===== src/rtl/led_pulse_driver_pkg.sv =====
// Shared definitions for the LED/buzzer pulse driver: FSM encoding and pin-level helper.
// The pin polarity is resolved here so the datapath only deals in logical on/off.
package led_pulse_driver_pkg;

    typedef enum logic [1:0] {
        S_IDLE = 2'd0,
        S_ON   = 2'd1,
        S_OFF  = 2'd2
    } state_t;

    // Physical pin level for a logical on/off request.
    function automatic logic led_level(input logic active_low, input logic on);
        return on ^ active_low;
    endfunction

endpackage


===== src/rtl/led_tick_timer.sv =====
// CE-gated phase counter: counts clock-enable ticks and flags the tick that completes LIMIT of them.
// Same shape as the debounce counter; clears itself on expiry so back-to-back phases need no extra cycle.
module led_tick_timer #(
    parameter int CNT_W = 4
) (
    input  logic             clk,
    input  logic             rst,
    input  logic             ce,
    input  logic             clr,
    input  logic [CNT_W-1:0] limit,
    output logic             expire
);

    logic [CNT_W-1:0] count;
    logic             at_last;

    assign at_last = (count == limit - CNT_W'(1));
    // A tick arriving while cleared (e.g. the START cycle) is deliberately not counted.
    assign expire  = ce & ~clr & at_last;

    always_ff @(posedge clk or posedge rst) begin
        if (rst) begin
            count <= '0;
        end else if (clr || expire) begin
            count <= '0;
        end else if (ce) begin
            count <= count + CNT_W'(1);
        end
    end

endmodule


===== src/rtl/led_pulse_driver.sv =====
// Emits NUM timed pulses on LED_O after a START strobe, timed in CE ticks.
// All outputs are registered; ABORT and RST cancel a sequence without a DONE strobe.
module led_pulse_driver
    import led_pulse_driver_pkg::*;
#(
    parameter int CNT_W      = 4,
    parameter int ON_TICKS   = 15,
    parameter int OFF_TICKS  = 15,
    parameter int NUM_W      = 4,
    parameter int ACTIVE_LOW = 0
) (
    input  logic             CLK,
    input  logic             RST,
    input  logic             CE,
    input  logic             START,
    input  logic [NUM_W-1:0] NUM,
    input  logic             ABORT,
    output logic             LED_O,
    output logic             BUSY,
    output logic             DONE
);

    localparam logic LED_ACTIVE = led_level(ACTIVE_LOW != 0, 1'b1);
    localparam logic LED_IDLE   = led_level(ACTIVE_LOW != 0, 1'b0);

    state_t           state, state_n;
    logic [NUM_W-1:0] remaining, remaining_n;
    logic             led_r, led_n;
    logic             busy_r, busy_n;
    logic             done_r, done_n;

    logic             tick_clr;
    logic             tick_expire;
    logic [CNT_W-1:0] tick_limit;

    // The counter is held clear whenever no phase is being timed.
    assign tick_clr   = (state == S_IDLE) || ABORT;
    assign tick_limit = (state == S_ON) ? CNT_W'(ON_TICKS) : CNT_W'(OFF_TICKS);

    led_tick_timer #(
        .CNT_W (CNT_W)
    ) u_timer (
        .clk    (CLK),
        .rst    (RST),
        .ce     (CE),
        .clr    (tick_clr),
        .limit  (tick_limit),
        .expire (tick_expire)
    );

    always_comb begin
        state_n     = state;
        remaining_n = remaining;
        led_n       = led_r;
        busy_n      = busy_r;
        done_n      = 1'b0;

        if (ABORT) begin
            state_n     = S_IDLE;
            remaining_n = '0;
            led_n       = LED_IDLE;
            busy_n      = 1'b0;
        end else begin
            case (state)
                S_IDLE: begin
                    if (START) begin
                        if (NUM != '0) begin
                            state_n     = S_ON;
                            remaining_n = NUM;
                            led_n       = LED_ACTIVE;
                            busy_n      = 1'b1;
                        end else begin
                            done_n = 1'b1;
                        end
                    end
                end
                S_ON: begin
                    if (tick_expire) begin
                        state_n     = S_OFF;
                        remaining_n = remaining - NUM_W'(1);
                        led_n       = LED_IDLE;
                    end
                end
                S_OFF: begin
                    if (tick_expire) begin
                        if (remaining != '0) begin
                            state_n = S_ON;
                            led_n   = LED_ACTIVE;
                        end else begin
                            state_n = S_IDLE;
                            busy_n  = 1'b0;
                            done_n  = 1'b1;
                        end
                    end
                end
                default: begin
                    state_n     = S_IDLE;
                    remaining_n = '0;
                    led_n       = LED_IDLE;
                    busy_n      = 1'b0;
                end
            endcase
        end
    end

    always_ff @(posedge CLK or posedge RST) begin
        if (RST) begin
            state     <= S_IDLE;
            remaining <= '0;
            led_r     <= LED_IDLE;
            busy_r    <= 1'b0;
            done_r    <= 1'b0;
        end else begin
            state     <= state_n;
            remaining <= remaining_n;
            led_r     <= led_n;
            busy_r    <= busy_n;
            done_r    <= done_n;
        end
    end

    assign LED_O = led_r;
    assign BUSY  = busy_r;
    assign DONE  = done_r;

endmodule


===== config.mk =====
export PLATFORM = sky130hd
export DESIGN_NAME = led_pulse_driver
export DESIGN_NICKNAME = d
export VERILOG_FILES = /design/src/rtl/led_pulse_driver_pkg.sv /design/src/rtl/led_tick_timer.sv /design/src/rtl/led_pulse_driver.sv
export SDC_FILE = /design/constraint.sdc
export NUM_CORES = 1
export LEC_CHECK = 0
export BUFFER_PORTS_ARGS = -buffer_cell sky130_fd_sc_hd__clkbuf_2
export CORE_MARGIN = 2
export CORE_UTILIZATION = 59
export CTS_BUF_LIST = sky130_fd_sc_hd__clkbuf_4 sky130_fd_sc_hd__clkbuf_8
export CTS_CLUSTER_SIZE = 24
export DETAILED_ROUTE_END_ITERATION = 8
export PLACE_DENSITY_LB_ADDON = 0.15
export SYNTH_ARGS = -nofsm -noshare
export SYNTH_HDL_FRONTEND = slang
export SYNTH_HIERARCHICAL = 1
export SYNTH_SLANG_ARGS = --single-unit

===== constraint.sdc =====
create_clock -name CLK -period 2.8 [get_ports CLK]
set_clock_uncertainty 0.05 [all_clocks]
set_input_delay 0 -clock CLK [delete_from_list [all_inputs] [get_ports CLK]]
set_output_delay 0 -clock CLK [all_outputs]
set_load 0.01 [all_outputs]

# Word-level counts from Yosys, hierarchy flattened
# Cells that the tools add are included.
# word_totals
register_bits	13
latchBits	0
ram_bits	0
romBits	0
in_bits	9
out_inout_bits	3
word_cells	63
n_memories	0
# classes
n_addsub	2
multipliers	0
div_mod_pow	0
magnitude_cmp	0
eq_ne	11
shift	0
muxes	31
bitwise	3
n_reduce_logical	10
# ops
op	count
4-bit two-way mux	6
1-bit two-way mux	15
4-bit case mux with 3 select lines	1
2-bit two-way mux	5
5-bit AND reduction	2
3-bit by 2-bit inequality test with 1-bit output, second input constant	3
3-bit inequality test, second input constant	3
4-bit AND reduction	2
4-bit nonzero test	2
1-bit case mux with 3 select lines	2
2-bit case mux with 3 select lines	1
4-bit by 1-bit adder with 4-bit output, second input constant	1
4-bit == test, second input constant	1
2-bit inequality test, second input constant	2
4-bit by 1-bit subtractor with 4-bit output, second input constant	1
1-bit bitwise AND	2
2-bit by 1-bit == test with 1-bit output, second input constant	1
2-bit == test, second input constant	1
2-bit logical NOT	1
1-bit logical OR	2
1-bit case mux with 2 select lines	1
2-bit nonzero test	1
1-bit inverter	1

# Longest topological paths before layout
# logic_depth
word_depth	8
depth_mapped	9
mapped_depth_nobuf	8

# By module
# Netlist, hierarchy kept.
# modules_own_cells
module	n_inst	cells_per_inst	area_per_inst_um2	seq_area_each_um2
led_pulse_driver	1	75	653.1	225.2
led_tick_timer	1	28	284.0	100.1

# Worst setup path after synthesis
# Ideal clock, no wire load.
# synth_path
kind	flip-flop to flip-flop
startpoint	register state[1]
endpoint	register state[0]
setup_ps	83
arrival_ps	2187
t_required_ps	2667
setup_slack_ps	480
path_stages_with_launch	10
n_path_buf	2
period_less_slack_ps	2320
cell_sequence	dfrtp_1 buf_2 nor2_1 or2_2 nand4b_1 nor3_2 buf_2 inv_1 or4_1 o21ai_0
# synth_via
elab_chain_cells	7
elab_cells_between_ends	14
classes_between	eq/ne: 6; mux: 2; bitwise: 3; reduce/logical: 3
# synth_lines
item	line	text
from (decl)	led_pulse_driver.sv:26	state_t state, state_n;
from (signal assigned)	led_pulse_driver.sv:114	state <= state_n;
2-bit logical NOT *	led_pulse_driver.sv:37	assign tick_clr = (state == S_IDLE) || ABORT;
1-bit logical OR *	led_pulse_driver.sv:37	
named net tick_clr	led_pulse_driver.sv:32	logic tick_clr;
1-bit inverter *	led_tick_timer.sv:19	assign expire = ce & ~clr & at_last;
1-bit bitwise AND * (2 in series)	led_tick_timer.sv:19	
named net tick_expire	led_pulse_driver.sv:33	logic tick_expire;
3-bit by 2-bit inequality test with 1-bit output (no source line)	--	
4-bit AND reduction (no source line) *	--	
# Mark *: on every way through the listed nets, which the timed path passes. The rest lies on a longest branch.
# A chain may end at the register's enable or synchronous reset.

# Final worst setup path
# Same ends and word-level chain as after synthesis.

==> flow_metrics.tcl <==
set metrics [dict create \
    setup-violations-final 0 \
    area_growth_pct 15.62 \
    dieWidth_um 43.86 \
    hold_ws_ns -0.004767 \
    drc 0 \
    die_area_um2 1923 \
    wl_um 2046 \
    vias 836 \
    num_antenna_cells 0 \
    antenna_found_initial 0 \
    ios 12 \
    grt_overflow 0 \
    cts_tree "built" \
    power_density_nw_per_um2 406.3 \
    seq_area_frac_synth_pct 34.71 \
    power_uw 440.2 \
    crit_path_top_delay_cell "or4_1" \
    layout.nets 139 \
    cts_setup_buffers 0 \
    use_met2_pct 40.59 \
    dieHeight_um 43.86 \
    cp.required_ns 2.95 \
    yosysWarningCount 6 \
    critPathMaxFanout 8 \
    drive_gt1_share_pct 20.80 \
    cp_cell_sequence "nor2_1, or2_2, nand4b_1, nor3_2, inv_1, or4_1, o21ai_0" \
    arrival_ns 2.45 \
    row_count 14 \
    ys_async_sr_fraction_pct 100.0 \
    clock-sinks 13 \
    grt.met1_usage_pct 31.41 \
    utilization_pct 72.77 \
    pre_cts_ws_ns 0.5515 \
    vdd_drop_max_v 0.0002661 \
    synth_top_family_by_area "simple AND/OR/NAND/NOR gates" \
    clock-root-buffer "clkbuf_4" \
    path_buf_inv 1 \
    yosysUniqueCellTypes 41 \
    min_period_ns 2.297 \
    numCtsBuffers 3 \
    worstSkewPairLatency_ns 0.28 \
    status "finished with violations" \
    violations "negative hold slack" \
    wire_per_inst_um 14.51 \
    synth_compound_area_share_pct 17.49 \
    max_freq_ghz 0.4354 \
    synthMuxAreaShare_pct 2.136 \
    cts_htree_levels 1 \
    synth_area_um2 937.1 \
    setup_tns_ns 0 \
    postSynthCellCount 103 \
    clkTransAtPathRegs_ns 0.08 \
    synth_top_area_share_pct 34.71 \
    yosys.area.top_type "dfrtp_1" \
    port_buffers 11 \
    drtAntennaViolNets 0 \
    ys.flop_type "dfrtp_1" \
    grt_pass1_vias 793 \
    met3_usage_pct 6.250 \
    min_period_over_period_pct 82.03 \
    final_cell_mix "13 x dfrtp_1, 11 x clkbuf_2, 9 x inv_1, 8 x conb_1, 7 x nor2_1" \
    slew_headroom_pct 47.44 \
    grt_most_used_layer "met2" \
    clk_path_buf_depth 2 \
    dr.first_iter.drc_count 15 \
    worst_path_dominant_cell_family "simple AND/OR/NAND/NOR gates" \
    grt_first_pass_wirelength_um 3491 \
    hold_viol 1 \
    critPathKind "reg2reg" \
    hpwl_um 1519 \
    synth-seq-cells 13 \
    hold_path.class "in2reg" \
    maxCapViolCount 0 \
    synth_edf_count 0 \
    tightest_slew_ns 0.7812 \
    track_usage_pct 24.70 \
    routabilityCongestion 0.9266 \
    synth_fa_ha_area_share_pct 5.340 \
    end_kind "flip-flop" \
    start_util_pct 62.94 \
    via_per_inst 5.929 \
    startpoint_type "flip-flop" \
    coreArea_um2 1489 \
    p_leak_nw 0.5016 \
    avgSynthCellArea_um2 9.099 \
    final_common_cell "dfrtp_1" \
    firstDrtPassIters 4 \
    slowest_delay_ns 0.52 \
    fin_ws_ns 0.5032 \
    synth-simple-area-share_pct 26.03 \
    yosys-top-cells-area "dfrtp_1 35%, ha_1 5.3%, xnor2_1 4.7%" \
    finalMaxSlewViolations 0 \
    synth-xor-area-share_pct 8.411 \
    grt_max_degree 15 \
    rsz0062_at_grt "false" \
]
==> power breakdown <==
group / switching (mW) / total (mW) / internal, mW
registers: 0.00952 / 0.207 / 0.198
logic: 0.0573 / 0.104 / 0.0471
clock network: 0.0635 / 0.128 / 0.0650
==> path summary, 6_finish.rpt <==
path	start	end	slack (ns)	depth (start not counted)
max	state[1]	state[0]	0.50	7
min	ABORT	state[1]	-0.005	2
max reg2reg	state[1]	state[0]	0.50	7
min reg2reg	LED_O	LED_O	0.46	1
max in group asynchronous	RST	remaining[2]	2.27	3
min in group asynchronous	RST	u_timer/count[0]	0.10	3
==> per-stage QoR <==
stage	cells	cell area (um2)	hold WS (ns)
finish	141	1084	-0.004767
global route	141	1084	0.01092
CTS	141	1084	0.001377
detailed placement	136	1044	-0.1593
global placement	136	1044	-0.1766
floorplan	110	963.4	-0.2839
==> synthesized netlist by cell type, drive strengths merged, types with 2 or more instances <==
master and instances:
a21oi 3, o31a 2, nand2b 3, ha 4, nor2 7, xor2 4
or2 3, inv 9, mux2i 2, nor2b 4, o32ai 2, a2bb2oi 2
nand2 2, clkbuf 2, buf 2, nor4 2, nor3 7, or4 3
xnor2 5, dfrtp 13, o21ai 3, nor3b 2
==> state kept, by name, summed over array words and instances, names as in the netlist <==
name and count:
remaining 4, state 2, BUSY 1, LED_O 1
u_timer/count 4, DONE 1
==> area by class of cell <==
class,count,area (um2)
clock buffer,4,30.03
fill,122,405.4
inverter,9,33.78
multi-input combinational,84,586.8
sequential,13,325.3
tap,16,20.02
timing repair buffer,15,87.58
==> routing by layer <==
metal / vias to the layer above / part of all wire, % / routed length [um]
li1: 413 / - / -
met1: 405 / 43 / 875
met2: 14 / 53 / 1086
met3: 4 / 3.1 / 63
met4: 0 / 1.0 / 21
met5: - / 0 / 0
==> logic make-up (layout without fill, tap and decap cells) <==
group | after synthesis | count (layout)
xor gates and xnor gates | 9 | 9
muxes | 2 | 2
other | 1 | 8
adders and majority gates | 4 | 4
DFF | 13 | 13
AOI/OAI and AO/OA | 22 | 22
and+or+nand+nor | 39 | 39
buffers and inverters | 13 | 28
==> timing repair <==
action | 4_1_cts | 5_1_grt
hold buffers | 1 | 0
hold endpoints to repair | 13 | 0
resized for setup | 0 | 0
Note: power is estimated with default switching activity, not from simulation.
